<file path="config.mk">
export PLATFORM = sky130hd
export DESIGN_NAME = adc_sample_fifo
export DESIGN_NICKNAME = d
export VERILOG_FILES = /design/src/rtl/adc_sample_fifo.sv
export SDC_FILE = /design/constraint.sdc
export NUM_CORES = 1
export LEC_CHECK = 0
export BUFFER_PORTS_ARGS = -buffer_cell sky130_fd_sc_hd__buf_2
export CORE_AREA = 2 2 106 108
export CTS_BUF_LIST = sky130_fd_sc_hd__clkbuf_16
export DETAILED_ROUTE_END_ITERATION = 16
export DIE_AREA = 0 0 108 110
export GPL_TIMING_DRIVEN = 0
export PLACE_DENSITY = 0.87
export SLEW_MARGIN = 25
export SYNTH_ARGS = -nofsm -noshare
export SYNTH_HDL_FRONTEND = slang
export SYNTH_SLANG_ARGS = --single-unit
</file>
<file path="constraint.sdc">
create_clock -name sclk -period 8.4 [get_ports sclk]
set_input_delay 0.42 -clock sclk [delete_from_list [all_inputs] [get_ports sclk]]
set_output_delay 0.42 -clock sclk [all_outputs]
set_load 0.02 [all_outputs]
</file>
<file path="src/rtl/adc_sample_fifo.sv">
// ADC sample FIFO: rising-edge-qualified sample capture, optional 2^AVG_LOG2 block
// averaging, and a first-word-fall-through FIFO with a sticky overflow flag.
module adc_sample_fifo #(
   parameter int DEPTH    = 8,
   parameter int AVG_LOG2 = 2
) (
   input  logic                     sclk,
   input  logic                     rst,
   input  logic [11:0]              sample_in,
   input  logic                     sample_tick,
   input  logic                     avg_en,
   input  logic                     rd_en,
   input  logic                     ovf_clr,
   output logic [11:0]              dout,
   output logic                     empty,
   output logic                     full,
   output logic [$clog2(DEPTH):0]   count,
   output logic                     overflow
);

   localparam int PTR_W = $clog2(DEPTH);
   localparam int ACC_W = 12 + AVG_LOG2;
   localparam logic [PTR_W:0]      FULL_CNT = (PTR_W+1)'(DEPTH);
   localparam logic [PTR_W:0]      CNT_ONE  = (PTR_W+1)'(1);
   localparam logic [PTR_W-1:0]    PTR_ONE  = PTR_W'(1);
   localparam logic [AVG_LOG2-1:0] AVG_ONE  = AVG_LOG2'(1);

   logic                tick_hist_q, tick_hist_d;
   logic                avg_en_prev_q, avg_en_prev_d;
   logic [ACC_W-1:0]    acc_q, acc_d;
   logic [AVG_LOG2-1:0] cnt_q, cnt_d;
   logic [PTR_W-1:0]    wr_ptr_q, wr_ptr_d;
   logic [PTR_W-1:0]    rd_ptr_q, rd_ptr_d;
   logic [PTR_W:0]      count_q, count_d;
   logic                ovf_q, ovf_d;
   logic [11:0]         mem_q [DEPTH];
   logic [11:0]         mem_d [DEPTH];

   logic                accept;
   logic                mode_chg;
   logic [ACC_W-1:0]    acc_base;
   logic [AVG_LOG2-1:0] cnt_base;
   logic [ACC_W-1:0]    sum;
   logic                push;
   logic [11:0]         push_data;
   logic                pop;
   logic                push_ok;
   logic                drop;
   logic                full_int;

   // A mode change wipes any partial average; a sample in that cycle starts fresh.
   always_comb begin
      accept        = sample_tick & ~tick_hist_q;
      mode_chg      = avg_en ^ avg_en_prev_q;
      acc_base      = mode_chg ? '0 : acc_q;
      cnt_base      = mode_chg ? '0 : cnt_q;
      sum           = acc_base + {{AVG_LOG2{1'b0}}, sample_in};
      acc_d         = acc_base;
      cnt_d         = cnt_base;
      push          = 1'b0;
      push_data     = sample_in;
      tick_hist_d   = sample_tick;
      avg_en_prev_d = avg_en;
      if (accept) begin
         if (!avg_en) begin
            push = 1'b1;
         end else if (cnt_base == '1) begin
            push      = 1'b1;
            push_data = sum[ACC_W-1:AVG_LOG2];
            acc_d     = '0;
            cnt_d     = '0;
         end else begin
            acc_d = sum;
            cnt_d = cnt_base + AVG_ONE;
         end
      end
   end

   // A pop frees the head slot, so a push into a full FIFO in the same cycle is kept.
   always_comb begin
      full_int = (count_q == FULL_CNT);
      pop      = rd_en & (count_q != '0);
      push_ok  = push & (~full_int | pop);
      drop     = push & full_int & ~pop;
      mem_d    = mem_q;
      wr_ptr_d = wr_ptr_q;
      rd_ptr_d = rd_ptr_q;
      count_d  = count_q;
      ovf_d    = (ovf_q & ~ovf_clr) | drop;
      if (push_ok) begin
         mem_d[wr_ptr_q] = push_data;
         wr_ptr_d        = wr_ptr_q + PTR_ONE;
      end
      if (pop) begin
         rd_ptr_d = rd_ptr_q + PTR_ONE;
      end
      case ({push_ok, pop})
         2'b10:   count_d = count_q + CNT_ONE;
         2'b01:   count_d = count_q - CNT_ONE;
         default: count_d = count_q;
      endcase
   end

   always_ff @(posedge sclk or posedge rst) begin
      if (rst) begin
         tick_hist_q   <= 1'b1;
         avg_en_prev_q <= 1'b0;
         acc_q         <= '0;
         cnt_q         <= '0;
         wr_ptr_q      <= '0;
         rd_ptr_q      <= '0;
         count_q       <= '0;
         ovf_q         <= 1'b0;
         for (int i = 0; i < DEPTH; i++) begin
            mem_q[i] <= '0;
         end
      end else begin
         tick_hist_q   <= tick_hist_d;
         avg_en_prev_q <= avg_en_prev_d;
         acc_q         <= acc_d;
         cnt_q         <= cnt_d;
         wr_ptr_q      <= wr_ptr_d;
         rd_ptr_q      <= rd_ptr_d;
         count_q       <= count_d;
         ovf_q         <= ovf_d;
         mem_q         <= mem_d;
      end
   end

   assign dout     = mem_q[rd_ptr_q];
   assign empty    = (count_q == '0);
   assign full     = full_int;
   assign count    = count_q;
   assign overflow = ovf_q;

endmodule

</file>
-- Word-level counts from Yosys, hierarchy flattened
Index checks and enable logic that the tools add are counted.
- output and inout port bits: 19
- flip-flop bits (word level): 125
- add/subtract/negate cells: 6
- bitwise gates (word level): 15
- equal/unequal tests: 4
- multiplexer cells: 21
- magnitude comparators: 3
- reductions and logical operators: 4
- operators by type and width (operator ; count):
    96-bit bitwise mux ; 1
    12-bit 2-to-1 mux ; 6
    14-bit 2-to-1 mux ; 4
    12-bit binary-select mux with 3-bit select ; 1
    12-bit demux with 3-bit select ; 1
    14-bit by 12-bit adder with 14-bit output ; 1
    4-bit greater-or-equal comparator, second input constant ; 2
    2-bit 2-to-1 mux ; 4
    3-bit NOT with 4-bit output ; 2
    4-bit case mux with 2 select lines ; 1
    3-bit by 1-bit adder with 3-bit output, second input constant ; 2
    1-bit AND ; 6
    4-bit by 1-bit adder with 4-bit output, second input constant ; 1
    2-bit == test, second input constant ; 2
    4-bit == test, second input constant ; 1
    4-bit logical NOT ; 1
    4-bit by 1-bit < comparator with 1-bit output, second input constant ; 1
    1-bit NOT ; 4
    4-bit nonzero test ; 1
    4-bit by 1-bit subtractor with 4-bit output, second input constant ; 1
    1-bit 2-to-1 mux ; 3
    2-bit by 1-bit adder with 2-bit output, second input constant ; 1
    2-bit by 1-bit == test with 1-bit output, second input constant ; 1
    1-bit bitwise OR ; 2
    other kinds (3) ; 3

-- Depth between registers and ports, before layout
Gate-level depths: netlist of the first run.
- word-level depth: 9
- depth in mapped cells: 13
- mapped depth without buffers: 12

-- Worst setup path after synthesis of the first run
Ideal clock, no wire load.
- kind: input -> register
- from: in avg_en
- to: reg mem_q[9] (netlist bit)
- data required time: 8.270 ns
- data arrival time: 2.815 ns
- setup slack: 5.455 ns
- stages: 12
- path buffers: 1
- cells stage by stage: xnor2_1 > clkbuf_1 > nand2_1 > inv_1 > ha_1 > a211o_1 > a2111oi_4 > nor3_1 > a211oi_2 > xnor2_1 > mux2i_4 > o21ai_1
- word-level cells in the longest chain between the ends: 7
- elaborated cells on any way between the ends: 13
- ends and longest elaborated chain (what ; RTL line ; source):
    start: declaration ; 11 ; input logic avg_en,
    1-bit bitwise XOR ; 54 ; mode_chg = avg_en ^ avg_en_prev_q;
    14-bit 2-to-1 mux or 2-bit 2-to-1 mux (tied branches) ; 55, 56 ;
    14-bit by 12-bit adder with 14-bit output or 2-bit == test (tied branches) ; 57, 67 ;
    12-bit 2-to-1 mux or 1-bit 2-to-1 mux (tied branches) ; 67 ; end else if (cnt_base == '1) begin
    12-bit 2-to-1 mux or 1-bit 2-to-1 mux (tied branches) ; 65 ; if (!avg_en) begin
    12-bit 2-to-1 mux or 1-bit 2-to-1 mux (tied branches) ; 64 ; if (accept) begin
    96-bit bitwise mux or 1-bit AND (tied branches) ; 91, 83 ;
    end signal: assignment ; 126 ; mem_q <= mem_d;
    end: declaration ; 36 ; logic [11:0] mem_q [DEPTH];
Parallel ways exist; a longest one is shown, timed or not.
A chain may end at the register's enable or synchronous reset.

-- Final worst setup path of the first run
- from: reg avg_en_prev_q
- to: reg mem_q[51] (netlist bit)
- word-level cells in the longest chain between the ends: 7
- elaborated cells on any way between the ends: 13
- ends and longest elaborated chain (what ; RTL line ; source):
    start: declaration ; 29 ; logic avg_en_prev_q, avg_en_prev_d;
    start signal: assignment ; 119 ; avg_en_prev_q <= avg_en_prev_d;
    1-bit bitwise XOR (*) ; 54 ;
    14-bit 2-to-1 mux or 2-bit 2-to-1 mux (tied branches) ; 55, 56 ;
    14-bit by 12-bit adder with 14-bit output or 2-bit == test (tied branches) ; 57, 67 ;
    12-bit 2-to-1 mux or 1-bit 2-to-1 mux (tied branches) ; 67 ;
    12-bit 2-to-1 mux or 1-bit 2-to-1 mux (tied branches) ; 65 ;
    12-bit 2-to-1 mux or 1-bit 2-to-1 mux (tied branches) ; 64 ;
    96-bit bitwise mux or 1-bit AND (tied branches) ; 91, 83 ;
Every way passes the cells marked *; elsewhere a longest branch is shown, timed or not.

==> out/results.ini, run 1 <==
[route]
vias=4789
drtIter0Drc=374
drt-vias-per-instance=6.054
ant_nets=0
firstDrtPassIters=5
wl_per_cell_um=19.22
drt-total-wl_mm=15.20
drc_errors=0

[synth]
yosys_warnings=0
synth.most_common_cell=dfrtp_1
syn_area_mm2=0.006259
synth_top_flop_cell=dfrtp_1
ys_top_cells_by_count=dfrtp_1 (124), nand2_1 (106), o21ai_1 (59), o21ai_0 (38)
ys_ff_latch=125
yosysUniqueCellTypes=51
synth_top_area_frac=0.4958
syn-num-nets=619
ys_seq_area_frac=0.5000
synth_edf_count=0
synth_area_leaders=dfrtp_1 (50%), mux4_2 (8.6%), nand2_1 (6.4%)
async_flop_share=1.000
yosys.area.top_type=dfrtp_1
synth_area_per_cell_um2=10.75
syn_inst=582

[hold_path]
holdCritPathClass=in -> async

[global_routing]
met1_usage=0.3526
grt_use_met2=0.4906
top_usage_layer=met2
grt_pass1_vias=4976
use_met3=0.07349
grt.total_usage=0.2840
antenna_found_initial=0
grt_first_pass_wirelength_mm=25.25
grt_max_degree=65
gr-total-overflow=0

[layout]
antenna_cells=0
final_util=0.6784
drive_above_1_share=0.2028
nets=675
area_delta_synth_final_pct=15.95

[pwr]
irDropWorstVdd_uv=204.5
p_leak_nw=3.357
pwr_density_cell_mw_per_mm2=363.3

[status]
status=complete, no violations

[floorplan]
fp-row-count=38
start_util=0.5850
die-area_mm2=0.01188
fp.dieW_um=108
pin_count=37
die_y_um=110
core_area_mm2=0.01070

[cts]
cts_tree=built
cts_max_level=4
ctsRootBufferMaster=clkbuf_16
postCtsSetupBuffers=0
clkTransAtPathRegs_ns=0.06
clkSinkCount=125
ctsHoldBuffers=0
clk-insertion-delay-late_ns=0.42
clock_path_buffers=2
cts_resized=0
cts_made_buffers=17

[worst_setup_path]
crit_chain=xnor2_1 -> clkbuf_1 -> nand2_1 -> inv_1 -> ha_1 -> a211o_1 -> a211oi_1 -> nor2_1 -> xnor2_1 -> nor2_1 -> a21oi_1 -> o21ai_0
critPathTopFamily=compound AO/OA/AOI/OAI gates
critPathBufInv=2
start_kind=register
critical_path_class=reg -> reg
cp.arrival_ns=4.15
cp_max_fo=10
worst_path_max_delay_cell=xnor2_1
cpPeakStageDelay_ns=0.53
critPathCaptureType=register
cp.required_ns=8.65

[sta]
hold_viol_final=0
finalSetupViolations=0
max_freq_mhz=256.7
tns_ns=0
slew_violations=0
slew_headroom=0.4629
worst_pin_slew_ns=0.7833
min_period_over_period=0.4638
rsz0062_at_grt=false
finalCriticalPeriod_ns=3.896
skew_ns=0.01252

[job]
drv_cap=0

[placement]
dp_hpwl_mm=10.51
gp_congestion=0.9455
placement.io_buffers=36

[layer usage]
metal  share of wire  vias up  wire length, µm
li1                -     2182                -
met1            0.41     2418             6194
met2            0.52      155             7929
met3           0.050       34              756
met4           0.021        0              320
met5               0        -                0
[registers in the layout, summed over array words and instances (netlist names)]
name           count
count              4
acc_q             14
wr_ptr_q           3
mem_q             96
rd_ptr_q           3
avg_en_prev_q      1
overflow           1
cnt_q              2
tick_hist_q        1
[logic make-up (layout without fill, tap and decap cells)]
family          count (synthesis)  in the layout  synth area share
xor+xnor                       18             18           0.02519
fa+ha+maj                      19             19           0.04038
flops                         125            125            0.5000
compound gates                150            150            0.1465
simple gates                  178            178            0.1278
mux                            50             50            0.1343
buf+inv                        42            111           0.02579
[metrics by stage]
| step | hold slack [ns] | cell area (µm²) | power, mW | std cells | worst slack, ns |
|---|---|---|---|---|---|
| floorplan | 0.4245 | 6259 | 1.607 | 582 | 4.654 |
| global placement | 0.4564 | 6614 | 1.794 | 758 | 3.507 |
| detailed placement | 0.4693 | 6646 | 1.864 | 759 | 4.397 |
| CTS | 0.09938 | 7257 | 2.638 | 791 | 4.533 |
| global route | 0.09257 | 7257 | 2.779 | 791 | 4.217 |
| finish | 0.06353 | 7257 | 2.637 | 791 | 4.504 |
[layout by cell type (no fill, tap or decap), types with 12 or more instances in the layout]
cell type  count
nand2_1      106
clkbuf_16     17
clkbuf_1      24
o21ai_1       59
a21oi_1       12
mux4_2        24
and2_1        22
mux2_2        22
ha_1          17
nor2_1        19
dfrtp_1      124
o21ai_0       38
buf_2         39
[final timing paths]
| check | from | end | slack [ns] | cells past startpoint |
|---|---|---|---|---|
| hold / removal | rst | acc_q[7]$_DFF_PP0_ | 0.06 | 2 |
| setup reg to reg | avg_en_prev_q$_DFF_PP0_ | mem_q[51]$_DFFE_PP0P_ | 4.50 | 12 |
| setup / recovery | avg_en_prev_q$_DFF_PP0_ | mem_q[51]$_DFFE_PP0P_ | 4.50 | 12 |
| min in group sclk | sample_tick | tick_hist_q$_DFF_PP1_ | 0.11 | 1 |
| hold reg to reg | mem_q[27]$_DFFE_PP0P_ | mem_q[27]$_DFFE_PP0P_ | 0.48 | 2 |
| max in group asynchronous | rst | mem_q[74]$_DFFE_PP0P_ | 7.60 | 3 |
[cell type report]
class,instances,area (µm²)
Timing Repair Buffer,37,207.7
Clock inverter,15,185.2
Tap cell,140,175.2
Fill cell,767,3441
Sequential cell,125,3129
Multi-Input combinational cell,415,2968
Clock buffer,17,425.4
Inverter,13,53.80
Buffer,29,112.6
[report_power, final]
part           switching, mW  leakage (nW)  internal (mW)
sequential             0.158          1.63          0.844
combinational          0.467          1.44          0.411
clock                  0.287         0.290          0.471
No activity file was read; power rests on OpenSTA's default activity.
==> inputs of run 2 (changes only) <==
--- a/config.mk
+++ b/config.mk
@@ -5,13 +5,14 @@
 export SDC_FILE = /design/constraint.sdc
 export NUM_CORES = 1
 export LEC_CHECK = 0
+export ABC_AREA = 1
 export BUFFER_PORTS_ARGS = -buffer_cell sky130_fd_sc_hd__buf_2
-export CORE_AREA = 2 2 106 108
+export CORE_AREA = 2 2 115 117
 export CTS_BUF_LIST = sky130_fd_sc_hd__clkbuf_16
 export DETAILED_ROUTE_END_ITERATION = 16
-export DIE_AREA = 0 0 108 110
+export DIE_AREA = 0 0 117 119
 export GPL_TIMING_DRIVEN = 0
-export PLACE_DENSITY = 0.87
+export PLACE_DENSITY = 0.86
 export SLEW_MARGIN = 25
 export SYNTH_ARGS = -nofsm -noshare
 export SYNTH_HDL_FRONTEND = slang
==> constraint.sdc (replaced) <==
create_clock -name sclk -period 3.16 [get_ports sclk]
set_input_delay 0.158 -clock sclk [delete_from_list [all_inputs] [get_ports sclk]]
set_output_delay 0.158 -clock sclk [all_outputs]
set_load 0.02 [all_outputs]
==> run 2 against run 1 <==
Net effect:
- final cell count increased by 45%
- largest cell class is now multi-input gates
- combinational power increased to 3.1 times the previous value
- largest power group is now combinational cells
- power increased to 2.8 times the previous value
- area after synthesis increased by 12%
- clock power increased to 2.7 times the previous value
==> out/results.ini, run 2 <==
[pwr]
seqPwrFrac=0.345  ; -0.035
p_switching_mw=2.892  ; +220%
sw_frac_of_total=0.3968  ; +0.05107
p_leak_nw=4.244  ; +26%
clockPowerShare=0.283  ; -0.004
p_comb_frac=0.372  ; +0.039
total_power_mw=7.288  ; +180%
p_int_mw=4.396  ; +150%
pwr_density_cell_mw_per_mm2=892.4  ; +150%
irDropWorstVdd_uv=382.4  ; +87%

[global_routing]
antenna_found_initial=0  ; unchanged
grt_first_pass_wirelength_mm=30.60  ; +21%
grt_max_degree=30  ; -54%
gr-total-overflow=0  ; unchanged
grt.total_usage=0.2880  ; +0.003991
grt_pass1_vias=6187  ; +24%

[worst_setup_path]
cp_max_fo=14  ; +4
critPathCapture=count[3]$_DFFE_PP0P_
path_common_cell=nand2_1
cpPeakStageDelay_ns=0.37  ; -0.16 ns
cp.required_ns=3.49  ; -5.16 ns
crit_path_start=avg_en_prev_q$_DFF_PP0_
start_kind=register
worst_path_max_delay_cell=dfrtp_1
reg2reg_to=count[3]$_DFFE_PP0P_
critPathCaptureType=register
ff2ff_setup_slack_ns=0.27  ; -4.24 ns
r2r_cells=17  ; +5
crit_cells=17  ; +5
critPathBufInv=4  ; +2
critPathTopFamily=simple AND/OR/NAND/NOR gates
critical_path_class=reg -> reg
crit_chain=inv_1 -> nand2_1 -> nand2_2 -> inv_1 -> nor2_1 -> ha_1 -> inv_2 -> a21oi_4 -> nor2_1 -> ha_1 -> nand2_1 -> nand2_1 -> a31o_2 -> o21ai_0 -> nand3_1 -> nand2_1 -> inv_1
worstReg2RegStart=avg_en_prev_q$_DFF_PP0_
cp.arrival_ns=3.22  ; -0.93 ns

[route]
vias=6358  ; +33%
wl_met1_mm=7.419  ; +20%
ant_nets=0  ; unchanged
drt-vias-per-instance=5.538  ; -8.5%
firstDrtPassIters=5  ; unchanged
drtIter0Drc=600  ; +60%
highest_layer=met4
dr_wl_met2_mm=9.037  ; +14%
wl_per_cell_um=16.08  ; -16%
wl_met3_mm=1.321  ; +75%
drt-total-wl_mm=18.46  ; +21%
drc_errors=0  ; unchanged

[cts]
clock_path_buffers=2  ; unchanged
clk-insertion-delay-late_ns=0.43  ; about the same
cts_max_level=4  ; unchanged
clkSinkCount=125  ; unchanged
clkTransAtPathRegs_ns=0.06  ; about the same
cts_tree=built
cts_made_buffers=17  ; unchanged
ctsRootBufferMaster=clkbuf_16

[synth]
synth_top_area_frac=0.4419  ; -0.05389
syn_area_mm2=0.007022  ; +12%
syn-num-nets=934  ; +51%
synth.most_common_cell=nand2_1
ys_seq_area_frac=0.4457  ; -0.05435
ys_top_cells_by_count=nand2_1 (249), dfrtp_1 (124), nand3_1 (90), nor2_1 (83), inv_1 (73)
async_flop_share=1.000  ; unchanged
yosys_warnings=0  ; unchanged
syn_inst=897  ; +54%
synth_edf_count=0  ; unchanged
synth_area_leaders=dfrtp_1 (44%), nand2_1 (13%), nand3_1 (6.4%)
yosysUniqueCellTypes=40  ; -22%
ys_ff_latch=125  ; unchanged
synth_top_flop_cell=dfrtp_1
synth_area_per_cell_um2=7.828  ; -27%
yosys.area.top_type=dfrtp_1

[layout]
area_delta_synth_final_pct=16.30
layout_common_cells=nand2_1 (248), dfrtp_1 (124), nand3_1 (90), nor2_1 (83), inv_1 (72)
fin_cells=1148  ; +45%
top_register=mem_q
final_common_cell=nand2_1
antenna_cells=0  ; unchanged
drive_above_1_share=0.1523  ; -0.05050
nets=996  ; +48%
largest_register_ffs=96  ; unchanged

[sta]
tns_ns=0  ; unchanged
min_period_over_period=0.9160  ; +0.4523
worst_pin_slew_ns=0.6300  ; -0.1533 ns
max_freq_mhz=345.5  ; +35%
rsz0062_at_grt=false
skew_ns=0.006708  ; -0.005809 ns
finalCriticalPeriod_ns=2.895  ; -1.001 ns
finalSetupViolations=0  ; unchanged
slew_headroom=0.5800  ; +0.1171
hold_viol_final=0  ; unchanged
slew_violations=0  ; unchanged

[floorplan]
die-area_mm2=0.01392  ; +17%
core_area_mm2=0.01287  ; +20%
start_util=0.5454  ; -0.03965
fp-row-count=42  ; +11%
fp.dieW_um=117  ; +8.3%
die_y_um=119  ; +8.2%
pin_count=37  ; unchanged

[placement]
placed_cells=1113  ; +47%
gp_congestion=0.9320  ; -1.4%
placement.io_buffers=36  ; unchanged
dp_hpwl_mm=13.29  ; +26%

[hold_path]
holdPathStages=3
holdCritPathClass=in -> reg

[job]
drv_cap=0  ; unchanged

[status]
status=complete, no violations

-- run 2: cell count changes after synthesis, sizes merged, moves of 15 or more --
cell / change
and2: -22
buf: +15
inv: +74
mux2: -22
mux4: -24
nand2: +150
nand3: +88
nor2: +76
o22ai: +15
-- run 2: worst register-to-register path, stage by stage, from the launching register on --
cell and delay, ns:
dfrtp_1 0.37, inv_1 0.05, nand2_1 0.05, nand2_2 0.25
inv_1 0.15, nor2_1 0.18, ha_1 0.25, inv_2 0.09
a21oi_4 0.21, nor2_1 0.12, ha_1 0.33, nand2_1 0.08
nand2_1 0.04, a31o_2 0.22, o21ai_0 0.20, nand3_1 0.10
nand2_1 0.08, inv_1 0.04
-- run 2: layout make-up --
cell class / count / area (µm²)
Sequential cell: 125 / 3129
Tap cell: 176 / 220.2
Inverter: 89 / 347.8
Fill cell: 1063 / 4708
Buffer: 39 / 244.0
Timing Repair Buffer: 44 / 300.3
Multi-Input combinational cell: 643 / 3303
Clock buffer: 17 / 425.4
Clock inverter: 15 / 196.4
-- run 2: kinds of logic (layout without fill, tap and decap cells) --
logic type | count (synthesis) | in the layout | share of synthesized area
adders and majority gates | 19 | 19 | 0.03599
DFF | 125 | 125 | 0.4457
buffers and inverters | 129 | 204 | 0.08428
AOI/OAI and AO/OA | 155 | 155 | 0.1231
and+or+nand+nor | 458 | 458 | 0.2972
xor gates and xnor gates | 11 | 11 | 0.01372
-- run 2: metrics by stage --
stage | setup slack (ns) | utilization | instance area [µm²] | hold WS [ns]
global route | 0.02025 | 0.6343 | 8167 | 0.06413
detailed placement | 0.01379 | 0.5830 | 7506 | 0.2229
CTS | 0.04174 | 0.6341 | 8164 | 0.03227
floorplan | 0.6442 | - | 7025 | 0.1625
finish | 0.2653 | 0.6343 | 8167 | 0.04467
global placement | 0.04035 | 0.5768 | 7426 | 0.2774
-- run 2: layer usage --
| layer | up-vias | global-route usage |
|---|---|---|
| met5 | - | 0 |
| li1 | 3040 | - |
| met2 | 271 | 0.4668 |
| met4 | 0 | 0.1390 |
| met1 | 2984 | 0.3604 |
| met3 | 63 | 0.06768 |
-- run 2: how the worst min path moves through the flow --
| stage | startpoint | end | slack (ns) |
|---|---|---|---|
| floorplan | sample_tick | tick_hist_q$_DFF_PP1_ | 0.16 |
| global placement | sample_tick | tick_hist_q$_DFF_PP1_ | 0.28 |
| detailed placement | rst | count[0]$_DFFE_PP0P_ | 0.22 |
| CTS | rd_en | rd_ptr_q[2]$_DFFE_PP0P_ | 0.03 |
| global route | rd_en | rd_ptr_q[2]$_DFFE_PP0P_ | 0.06 |
| finish | rd_en | rd_ptr_q[2]$_DFFE_PP0P_ | 0.04 |
-- run 2: power groups by stage --
stage	registers, mW	clock network, mW	logic [mW]
2_1_floorplan	2.45	0	1.90
3_5_place_dp	2.51	0	2.64
4_1_cts	2.50	2.08	2.68
6_report	2.51	2.06	2.71
3_3_place_gp	2.49	0	2.53
5_1_grt	2.58	2.15	3.01
-- run 2: what timing repair did --
action                                  4_1_cts  5_1_grt
hold buffers                                  4        0
setup buffers                                 0        0
resized for setup                             0        1
hold endpoints to repair                     22        0
endpoints found under the setup margin        4       16
